### src/rtl/bus_arbiter.sv
// bus_arbiter: two-master round-robin arbiter in front of one shared slave bus.
// The granted master's request is forwarded combinationally to the slave.
// Its completion is returned to that master in the same cycle as s_response.
// Optional feature: define ARBITER_TIMEOUT_EN to abort a granted transfer
// after TIMEOUT_CYCLES cycles without s_response. The abort returns
// 32'hDEADBEEF and pulses timeout_error.
module bus_arbiter #(
  parameter int unsigned TIMEOUT_CYCLES = 255
) (
  input  logic        clk,
  input  logic        reset,
  input  logic        m0_read,
  input  logic        m0_write,
  input  logic [2:0]  m0_option,
  input  logic [31:0] m0_address,
  input  logic [31:0] m0_write_data,
  output logic [31:0] m0_read_data,
  output logic        m0_response,
  input  logic        m1_read,
  input  logic        m1_write,
  input  logic [2:0]  m1_option,
  input  logic [31:0] m1_address,
  input  logic [31:0] m1_write_data,
  output logic [31:0] m1_read_data,
  output logic        m1_response,
  output logic        s_read,
  output logic        s_write,
  output logic [2:0]  s_option,
  output logic [31:0] s_address,
  output logic [31:0] s_write_data,
  input  logic [31:0] s_read_data,
  input  logic        s_response,
  output logic        timeout_error
);

  typedef enum logic [1:0] {
    IDLE   = 2'd0,
    GRANT0 = 2'd1,
    GRANT1 = 2'd2
  } state_t;

  state_t state_q, state_d;
  // Index of the master that most recently completed (or timed out).
  // Reset to 1 so that master 0 wins the first contention.
  logic   last_grant_q, last_grant_d;

  logic        req0, req1;
  logic        sel1;
  logic        g_read, g_write, g_req;
  logic [2:0]  g_option;
  logic [31:0] g_address, g_write_data;
  logic        finish;
  logic [31:0] rdata;

`ifdef ARBITER_TIMEOUT_EN
  localparam int unsigned CW = $clog2(TIMEOUT_CYCLES + 1);
  // cnt_q is 0 in the first grant cycle. Firing at TIMEOUT_CYCLES-1 bounds
  // the wait to exactly TIMEOUT_CYCLES cycles in the grant state.
  localparam logic [CW-1:0] TO_LAST = CW'(TIMEOUT_CYCLES - 1);
  logic [CW-1:0] cnt_q, cnt_d;
`else
  logic unused_timeout_cfg;
  assign unused_timeout_cfg = (TIMEOUT_CYCLES == 0);
`endif

  assign req0 = m0_read | m0_write;
  assign req1 = m1_read | m1_write;

  // Select the request fields of whichever master the grant state names.
  assign sel1         = (state_q == GRANT1);
  assign g_read       = sel1 ? m1_read       : m0_read;
  assign g_write      = sel1 ? m1_write      : m0_write;
  assign g_option     = sel1 ? m1_option     : m0_option;
  assign g_address    = sel1 ? m1_address    : m0_address;
  assign g_write_data = sel1 ? m1_write_data : m0_write_data;
  assign g_req        = g_read | g_write;

  // Next-state, bus forwarding and completion routing.
  always_comb begin
    state_d       = state_q;
    last_grant_d  = last_grant_q;
    s_read        = 1'b0;
    s_write       = 1'b0;
    s_option      = '0;
    s_address     = '0;
    s_write_data  = '0;
    timeout_error = 1'b0;
    finish        = 1'b0;
    rdata         = '0;
`ifdef ARBITER_TIMEOUT_EN
    cnt_d         = cnt_q;
`endif
    unique case (state_q)
      IDLE: begin
        if (req0 && (!req1 || last_grant_q)) begin
          state_d = GRANT0;
        end else if (req1) begin
          state_d = GRANT1;
        end
`ifdef ARBITER_TIMEOUT_EN
        cnt_d = '0;
`endif
      end
      GRANT0, GRANT1: begin
        s_read       = g_read;
        s_write      = g_write;
        s_option     = g_option;
        s_address    = g_address;
        s_write_data = g_write_data;
        // A dropped request aborts silently. This takes priority over a
        // response that arrives in the same cycle.
        if (!g_req) begin
          state_d = IDLE;
        end else if (s_response) begin
          finish = 1'b1;
          rdata  = s_read_data;
        end
`ifdef ARBITER_TIMEOUT_EN
        else if (cnt_q == TO_LAST) begin
          finish        = 1'b1;
          rdata         = 32'hDEADBEEF;
          timeout_error = 1'b1;
        end else begin
          cnt_d = cnt_q + CW'(1);
        end
`endif
        if (finish) begin
          state_d      = IDLE;
          last_grant_d = sel1;
        end
      end
      default: state_d = IDLE;
    endcase
  end

  assign m0_response  = finish & ~sel1;
  assign m1_response  = finish & sel1;
  assign m0_read_data = (finish && !sel1) ? rdata : '0;
  assign m1_read_data = (finish && sel1)  ? rdata : '0;

  // State, round-robin pointer and timeout counter.
  always_ff @(posedge clk or negedge reset) begin
    if (!reset) begin
      state_q      <= IDLE;
      last_grant_q <= 1'b1;
`ifdef ARBITER_TIMEOUT_EN
      cnt_q        <= '0;
`endif
    end else begin
      state_q      <= state_d;
      last_grant_q <= last_grant_d;
`ifdef ARBITER_TIMEOUT_EN
      cnt_q        <= cnt_d;
`endif
    end
  end

endmodule

### config.mk
export PLATFORM = sky130hd
export DESIGN_NAME = bus_arbiter
export DESIGN_NICKNAME = d
export VERILOG_FILES = /design/src/rtl/bus_arbiter.sv
export SDC_FILE = /design/constraint.sdc
export NUM_CORES = 1
export LEC_CHECK = 0
export BUFFER_PORTS_ARGS = -buffer_cell sky130_fd_sc_hd__buf_2
export CAP_MARGIN = 20
export CORE_AREA = 2 2 119 121
export DETAILED_ROUTE_END_ITERATION = 6
export DIE_AREA = 0 0 121 123
export REMOVE_ABC_BUFFERS = 1
export SETUP_SLACK_MARGIN = 0.05
export SYNTH_ARGS = -nofsm -noshare
export SYNTH_HDL_FRONTEND = slang
export SYNTH_SLANG_ARGS = --single-unit
### constraint.sdc
create_clock -name clk -period 1.92 [get_ports clk]
set_clock_uncertainty 0.2 [all_clocks]
set_input_delay 0.384 -clock clk [delete_from_list [all_inputs] [get_ports clk]]
set_output_delay 0.384 -clock clk [all_outputs]
set_load 0.05 [all_outputs]
==> results of run 1 <==
-- per-stage QoR --
stage                     utilization  total power [mW]
after detailed placement        0.291              7.74
after global placement          0.291              7.74
after global routing            0.421              11.3
after floorplan                     -              5.41
final                           0.421              10.9
after CTS                       0.388              10.3
-- Yosys cell counts, drive strengths merged --
| master | instances |
|---|---|
| a21oi | 3 |
| a221o | 1 |
| a32oi | 1 |
| and2 | 64 |
| buf | 14 |
| clkbuf | 9 |
| conb | 1 |
| dfrtp | 2 |
| dfstp | 1 |
| ha | 2 |
| inv | 2 |
| mux2i | 69 |
| nand2 | 2 |
| nand2b | 1 |
| nand3 | 1 |
| nor2 | 4 |
| nor2b | 70 |
| nor3 | 1 |
| o211ai | 1 |
| o21ai | 6 |
| o22ai | 1 |
| o2bb2ai | 1 |
| or2 | 2 |
-- worst max-delay path, delay by kind of cell, from the launching register on --
kind	cells	cell delay, ps
flip-flops	1	370
adder cells (fa/ha/maj)	1	200
AND/OR/NAND/NOR	2	340
buffers and inverters	5	700
-- repair_timing --
item | 4_1_cts | 5_1_grt
gates cloned | 4 | 2
pin swaps | 5 | 29
setup buffers | 12 | 4
endpoints found under the setup margin | 137 | 137
hold buffers | 1 | 0
hold endpoints to repair | 3 | 0
resized for setup | 313 | 112
-- registers in the layout, indices dropped and copies added, names as in the netlist --
register      count
state_q           2
last_grant_q      1
-- cell families after synthesis --
kind of cell | after synthesis | share of synthesized area
and+or+nand+nor | 145 | 0.453
AOI/OAI and AO/OA | 14 | 0.0469
other | 1 | 0.00187
DFF | 3 | 0.0381
adders and majority gates | 2 | 0.0125
muxes | 69 | 0.345
buffers and inverters | 25 | 0.103
-- worst max-delay path by stage --
stage	slack, ps	start	end
floorplan	-3330	state_q[0]$_DFFE_PN0P_	m1_read_data[0]
global placement	-350	state_q[0]$_DFFE_PN0P_	s_write_data[1]
detailed placement	-320	state_q[0]$_DFFE_PN0P_	s_write_data[1]
CTS	-460	state_q[0]$_DFFE_PN0P_	m1_read_data[26]
global route	-560	state_q[1]$_DFFE_PN0P_	m0_read_data[6]
finish	-490	state_q[1]$_DFFE_PN0P_	m0_read_data[10]
-- routing by layer --
layer / up-vias / track usage / share of wire
li1: 1531 / - / -
met1: 1415 / 0.147 / 0.36
met3: 18 / 0.0180 / 0.081
met5: - / 0 / 0
met2: 212 / 0.271 / 0.54
met4: 0 / 0.0254 / 0.020
-- final cells by class --
class | count | area, um^2 | share of cell area
multi-input combinational | 231 | 2100 | 0.366
timing repair buffer | 357 | 3250 | 0.566
inverter | 2 | 7.51 | 0.00131
sequential | 3 | 76.3 | 0.0133
tap | 180 | 225 | 0.0393
clock buffer | 4 | 78.8 | 0.0137
-- where the power goes --
part	total, mW	switching [mW]	leakage (nW)	internal, mW
sequential	0.124	0.0220	0.0360	0.102
combinational	10.5	5.83	2.67	4.64
clock	0.329	0.0556	0.0382	0.274
total	10.9	5.91	2.75	5.02
==> run summary, run 1 <==
synthesized cell area: 2000 um^2
startpoint types: register
most common cell after layout, fill and taps aside: buf_2
Syn Area/Cell: 7.73 um^2
RSZ-0062 raised after global routing: yes
reg2reg setup slack: 70 ps
setup violators final: 135
WHS Path Cells: 2
area growth from synthesis to layout: 186%
post-synth top area share: 0.345
status: finished with violations
via count: 3176
CP Max Fanout: 8
# rows: 43
reg2reg start: state_q[1]$_DFFE_PN0P_
Worst Hold Class: reg2reg
area of the core: 13600 um^2
vias per cell: 4.09
CTS tree: done
Hold Slack: 301 ps
clock sink count: 3
post-synthesis instance total: 259
total grt overflow: 0
nets: 773
layout cell share with drive strength beyond 1: 0.740
DRC: 0
Yosys top cell by area: mux2i_1
largest net degree at the start of global routing: 55
total negative slack: -55490 ps
Worst R2R End: state_q[0]$_DFFE_PN0P_
leading post-synthesis cells by cell area: mux2i_1, nor2b_1, and2_1
most frequent CP cell: buf_6
initial core utilization: 0.147
most frequent cells in the layout: buf_2, buf_6, nor2b_1, mux2i_1, buf_8
average routed wire per standard cell: 14.9 um
leak pwr: 2.75 nW
final setup margin: -490 ps
Reg clk slew, reported paths: 30 ps
Root Buffer: clkbuf_16
hold endpoint: last_grant_q$_DFFE_PN1N_
antenna fix cells: 0
Setup WS pre-CTS: -318 ps
crit path DAT: 1830 ps
crit-path cells: buf_6 -> ha_4 -> buf_6 -> nor3_4 -> buf_12 -> clkbuf_16 -> and2_4 -> buf_8
Die H: 123 um
worst skew pair latency: 220 ps
first-pass GRT wire length: 15700 um
non-filler cells in the finished layout: 777
FMAX: 415 MHz
Final Cycle Share: 1.26
IO Count: 309
post-route minimum period: 2410 ps
HPWL Detailed: 8240 um
port bufs: 307
Crit. End Element: output pin
power per standard cell area: 1910 nW/um^2
All-Layer GR Usage: 0.134
Die W: 121 um
critical path type: reg2out
Peak VDD IR: 0.00122 V
violations in the final reports: negative setup slack
post-route design area: 5730 um^2
pins over their slew limit: 0
CTS Buf Count: 3
MaxCap Viol Count: 0
initial antenna violation count: 0
clock tree buffer depth: 2
routability congestion estimate: 0.821
placed cell count: 755
count of final hold-check violations: 0
fraction of the yosys area taken by sequential cells: 0.0381
Fillers: 1279
Data required, critical path: 1340 ps
antenna violation net count after detailed routing: 0
hold path startpoint: last_grant_q$_DFFE_PN1N_
H-tree Lvls: 1
Synth warnings: 0
post-synth cell types: 31
Reg2Reg Depth: 8
DRT Pass-1 Iters: 4
vias in the first global route: 3009
Crit-path slowest cell: dfrtp_1
Final Routed Wirelength: 11600 um
full die area: 14900 um^2
register bit total from synthesis: 3
Largest stage delay, worst path: 370 ps
initial detailed-routing violation count: 35
DP Area: 3960 um^2
No activity file was read; power rests on OpenSTA's default activity.
==> inputs of run 2 (changes only) <==
--- a/config.mk
+++ b/config.mk
@@ -11,7 +11,7 @@
 export DETAILED_ROUTE_END_ITERATION = 6
 export DIE_AREA = 0 0 121 123
 export REMOVE_ABC_BUFFERS = 1
-export SETUP_SLACK_MARGIN = 0.05
+export SKIP_LAST_GASP = 1
 export SYNTH_ARGS = -nofsm -noshare
 export SYNTH_HDL_FRONTEND = slang
 export SYNTH_SLANG_ARGS = --single-unit
==> run 2 against run 1 <==
Combinational power hardly changed. Global-route usage down 0.16 points. Maximum frequency grew 0.70%. Final cell count rose by 0.26%. Clock power hardly changed. Register-to-register slack hardly changed. Highest routed layer unchanged. Final area down 2.5%. Sequential power hardly changed. Via count fell by 0.85%. Routed wire length is 0.81% higher. The flow still finishes with violations (negative setup slack). Flip-flop and latch count did not move. Critical path depth unchanged.
==> run summary, run 2 (synthesized netlist as in run 1, its figures left out) <==
Crit. End Element: output pin
Multi-input gate area: 2030 um^2
leak pwr: 2.71 nW
reg2reg setup slack: 80 ps
GR Layer Usage met2: 0.268
average routed wire per standard cell: 15.0 um
clock sink count: 3
Final Cycle Share: 1.25
Peak VDD IR: 0.00118 V
H-tree Lvls: 1
crit-path cells: inv_1 -> ha_4 -> nand2_4 -> nor3_4 -> buf_12 -> buf_12 -> and2_1 -> buf_6
full die area: 14900 um^2
total grt overflow: 0
final setup margin: -474 ps
most frequent cells in the layout: buf_2, buf_6, nor2b_1, and2_1, mux2i_1
HPWL Detailed: 8240 um
most frequent CP cell: buf_12
Crit-path slowest cell: dfrtp_1
RSZ-0062 raised after global routing: yes
# rows: 43
Fillers: 1330
DRC: 0
DP Area: 3960 um^2
Biggest register: state_q
antenna violation net count after detailed routing: 0
CTS tree: done
Largest stage delay, worst path: 340 ps
clock tree buffer depth: 2
initial detailed-routing violation count: 39
post-route design area: 5590 um^2
Final Routed Wirelength: 11700 um
total negative slack: -52520 ps
IO Count: 309
crit path DAT: 1810 ps
nets: 775
status: finished with violations
violations in the final reports: negative setup slack
post-route minimum period: 2390 ps
startpoint types: register
area of the core: 13600 um^2
power per standard cell area: 1930 nW/um^2
layout cell share with drive strength beyond 1: 0.706
Root Buffer: clkbuf_16
port bufs: 307
Reg clk slew, reported paths: 30 ps
worst skew pair latency: 220 ps
antenna fix cells: 0
CP Max Fanout: 9
MaxCap Viol Count: 0
via count: 3149
most common cell after layout, fill and taps aside: buf_2
DRT Pass-1 Iters: 4
routability congestion estimate: 0.821
FMAX: 418 MHz
largest delay contributor family on the critical path: buffers and inverters
pins over their slew limit: 0
top flop regs: state_q: 2 flops, last_grant_q: 1 flops
first-pass GRT wire length: 15500 um
largest net degree at the start of global routing: 55
GR Util met1: 0.143
All-Layer GR Usage: 0.132
vias per cell: 4.04
GR Util met3: 0.0194
worst path bufs/invs: 4
vias in the first global route: 2987
CTS Buf Count: 3
Die W: 121 um
area growth from synthesis to layout: 179%
Die H: 123 um
Sequential Area: 76.3 um^2
initial core utilization: 0.147
max reg flops: 2
Worst Hold Class: reg2reg
final core utilization: 0.411
setup violators final: 135
count of final hold-check violations: 0
Data required, critical path: 1340 ps
global routing's busiest layer: met2
critical path type: reg2out
initial antenna violation count: 0
## run 2: changes by cell type in the layout (fill, tap and decap cells not counted)
| cell | delta |
|---|---|
| and2_4 | -20 |
| nand2_2 | -1 |
| buf_8 | -17 |
| buf_2 | +1 |
| buf_6 | +15 |
| mux2i_4 | -3 |
| and2_1 | +20 |
| buf_4 | +4 |
| mux2i_2 | +3 |
| nand2_4 | +1 |
| nor2b_1 | +1 |
| nor2b_2 | -1 |
| buf_12 | -1 |
## run 2: through the flow
step / cells / hold WS, ps / power [mW] / worst slack, ps
final: 779 / 302 / 10.8 / -474
after global placement: 755 / -14.6 / 7.74 / -348
after CTS: 775 / 295 / 10.1 / -462
after floorplan: 236 / -112 / 5.41 / -3330
after global routing: 779 / 323 / 11.2 / -548
after detailed placement: 755 / -14.3 / 7.74 / -318
## run 2: routing by layer
layer,vias up,share of wire
met1,1393,0.35
met5,-,0
met2,206,0.55
met4,0,0.017
met3,20,0.083
li1,1530,-
## run 2: area by class of cell
| cell class | count | area share |
|---|---|---|
| clock buffer | 4 | 0.0141 |
| inverter | 2 | 0.00134 |
| multi-input combinational | 231 | 0.363 |
| sequential | 3 | 0.0137 |
| tap | 180 | 0.0403 |
| timing repair buffer | 359 | 0.568 |
## run 2: repair_timing
action | in CTS | in global routing
gates cloned | 4 | 2
hold buffers | 1 | 0
setup endpoints to repair | 137 | 137
pin swaps | 2 | 4
setup buffers | 12 | 4
endpoints found under the hold margin | 3 | 0
resized for setup | 282 | 108
## run 2: path summary, 6_finish.rpt
path                                           from                  endpoint  cells after the start
min                        last_grant_q$_DFFE_PN1N_  last_grant_q$_DFFE_PN1N_                      2
min in group asynchronous                     reset    state_q[0]$_DFFE_PN0P_                      2
max                          state_q[1]$_DFFE_PN0P_           m0_read_data[6]                      8
max reg2reg                  state_q[1]$_DFFE_PN0P_    state_q[0]$_DFFE_PN0P_                      9
min reg2reg                last_grant_q$_DFFE_PN1N_  last_grant_q$_DFFE_PN1N_                      2
max in group asynchronous                     reset  last_grant_q$_DFFE_PN1N_                      2
## run 2: report_power, final
part           total [mW]  switching (mW)  internal (mW)
sequential          0.124          0.0220          0.102
clock               0.330          0.0562          0.274
combinational        10.3            5.81           4.51
## run 2: worst register-to-register path, delay by kind of cell (launching register included)
| kind | cells | cell delay, ps |
|---|---|---|
| buffers and inverters | 5 | 650 |
| AOI/OAI and AO/OA | 3 | 330 |
| adders and majority gates | 1 | 200 |
| DFF | 1 | 370 |
==> inputs of run 3 (changes only) <==
--- a/config.mk
+++ b/config.mk
@@ -7,7 +7,7 @@
 export LEC_CHECK = 0
 export BUFFER_PORTS_ARGS = -buffer_cell sky130_fd_sc_hd__buf_2
 export CAP_MARGIN = 20
-export CORE_AREA = 2 2 119 121
+export CORE_AREA = 5 5 116 118
 export DETAILED_ROUTE_END_ITERATION = 6
 export DIE_AREA = 0 0 121 123
 export REMOVE_ABC_BUFFERS = 1
==> constraint.sdc (replaced) <==
create_clock -name clk -period 2.1 [get_ports clk]
set_clock_uncertainty 0.2 [all_clocks]
set_input_delay 0.42 -clock clk [delete_from_list [all_inputs] [get_ports clk]]
set_output_delay 0.42 -clock clk [all_outputs]
set_load 0.05 [all_outputs]
==> run 3 against run 2 <==
Worst hold slack about the same. The run still ends with negative setup slack left. Sequential share of layout area increased by 0.063 points. Register-to-register slack improved by 150 ps. Critical endpoint is now s_address[27].
==> run summary, run 3 (synthesized netlist as in run 1, its figures left out) <==
crit-path cells: buf_6 -> ha_4 -> buf_12 -> buf_12 -> buf_8 -> mux2i_1 -> nor2b_1 -> buf_6
largest net degree at the start of global routing: 27
largest delay contributor family on the critical path: buffers and inverters
MaxCap Viol Count: 0
initial detailed-routing violation count: 60
clock sink count: 3
most frequent cells in the layout: buf_2, buf_6, mux2i_1, nor2b_1, buf_4
share of power burned in combinational logic: 0.956
first-pass GRT wire length: 16300 um
Crit-path slowest cell: dfrtp_1
Power Total: 9.59 mW
total grt overflow: 0
antenna violation net count after detailed routing: 0
via count: 3166
clock tree buffer depth: 2
routability congestion estimate: 0.826
crit path DAT: 1840 ps
NetSw: 5.34 mW
top flop regs: state_q: 2 flops, last_grant_q: 1 flops
final setup margin: -359 ps
post-route minimum period: 2460 ps
Worst Hold Class: reg2reg
Reg clk slew, reported paths: 30 ps
Switching Share: 0.557
Data required, critical path: 1480 ps
All-Layer GR Usage: 0.136
status: finished with violations
violations in the final reports: negative setup slack
# rows: 41
HPWL Detailed: 9100 um
most common cell after layout, fill and taps aside: buf_2
initial antenna violation count: 0
startpoint types: register
max reg flops: 2
antenna fix cells: 0
layout cell share with drive strength beyond 1: 0.695
CTS Buf Count: 3
Root Buffer: clkbuf_16
Die W: 121 um
Final Routed Wirelength: 12200 um
critical path type: reg2out
DRT Pass-1 Iters: 5
count of final hold-check violations: 0
area of the core: 12400 um^2
worst path bufs/invs: 5
CP Max Fanout: 9
pins over their slew limit: 0
average routed wire per standard cell: 15.7 um
DRC: 0
initial core utilization: 0.162
setup violators final: 135
Final Cycle Share: 1.17
vias in the first global route: 3232
CTS tree: done
vias per cell: 4.08
RSZ-0062 raised after global routing: yes
FMAX: 407 MHz
clock power share: 0.032
full die area: 14900 um^2
power per standard cell area: 1800 nW/um^2
Biggest register: state_q
leak pwr: 2.68 nW
total negative slack: -32600 ps
Crit. End Element: output pin
worst skew pair latency: 220 ps
nets: 780
port bufs: 307
H-tree Lvls: 1
P_int: 4.25 mW
IO Count: 309
Largest stage delay, worst path: 390 ps
Seq pwr share: 0.012
Peak VDD IR: 0.00112 V
area growth from synthesis to layout: 167%
Die H: 123 um
==> run 3: final cells by class <==
class,count,area (um^2)
repair buffers,364,3030
inverters,2,7.51
clock buffers,4,78.8
well taps,172,215
flip-flops and latches,3,76.3
multi-input cells,231,1930
fillers,1203,7020
==> run 3: per-layer routing <==
metal  GRT usage  up-vias  share of wire
met1       0.143     1406           0.34
met3      0.0398       14           0.11
met5           0        -              0
met2       0.269      206           0.54
li1            -     1540              -
met4      0.0212        0          0.010
==> run 3: worst paths after layout <==
path | from | to | slack (ps) | cells after the start
setup / recovery | state_q[1]$_DFFE_PN0P_ | s_address[27] | -360 | 8
hold / removal | last_grant_q$_DFFE_PN1N_ | last_grant_q$_DFFE_PN1N_ | 300 | 2
setup reg to reg | state_q[1]$_DFFE_PN0P_ | state_q[0]$_DFFE_PN0P_ | 230 | 9
hold reg to reg | last_grant_q$_DFFE_PN1N_ | last_grant_q$_DFFE_PN1N_ | 300 | 2
max in group asynchronous | reset | last_grant_q$_DFFE_PN1N_ | 1150 | 2
min in group asynchronous | reset | state_q[1]$_DFFE_PN0P_ | 350 | 2
==> run 3: repair_timing <==
item | CTS | global route
pin swaps | 2 | 4
gates cloned | 3 | 5
hold buffers | 1 | 0
endpoints found under the hold margin | 3 | 0
setup buffers | 8 | 11
setup endpoints to repair | 135 | 135
resized for setup | 186 | 162
==> run 3: power groups by stage <==
stage / registers [mW] / clock network [mW] / logic (mW)
2_1_floorplan: 0.109 / 0 / 4.97
5_1_grt: 0.119 / 0.313 / 9.53
6_report: 0.117 / 0.302 / 9.17
3_5_place_dp: 0.112 / 0 / 7.33
4_1_cts: 0.115 / 0.305 / 8.44
3_3_place_gp: 0.111 / 0 / 7.32
==> run 3: stage by stage <==
step	utilization	area, um^2	instances	hold WS [ps]	setup slack (ps)
floorplan	-	1800	236	-75.6	-3180
global placement	0.326	4030	748	21.4	-168
detailed placement	0.326	4030	748	25.5	-181
CTS	0.390	4820	764	307	-305
global route	0.432	5340	776	325	-422
finish	0.432	5340	776	302	-359
==> run 3: worst min-delay path: stages (launching register included) <==
cell and delay [ps]:
dfstp_2 380, o21ai_0 70, nand2_1 50
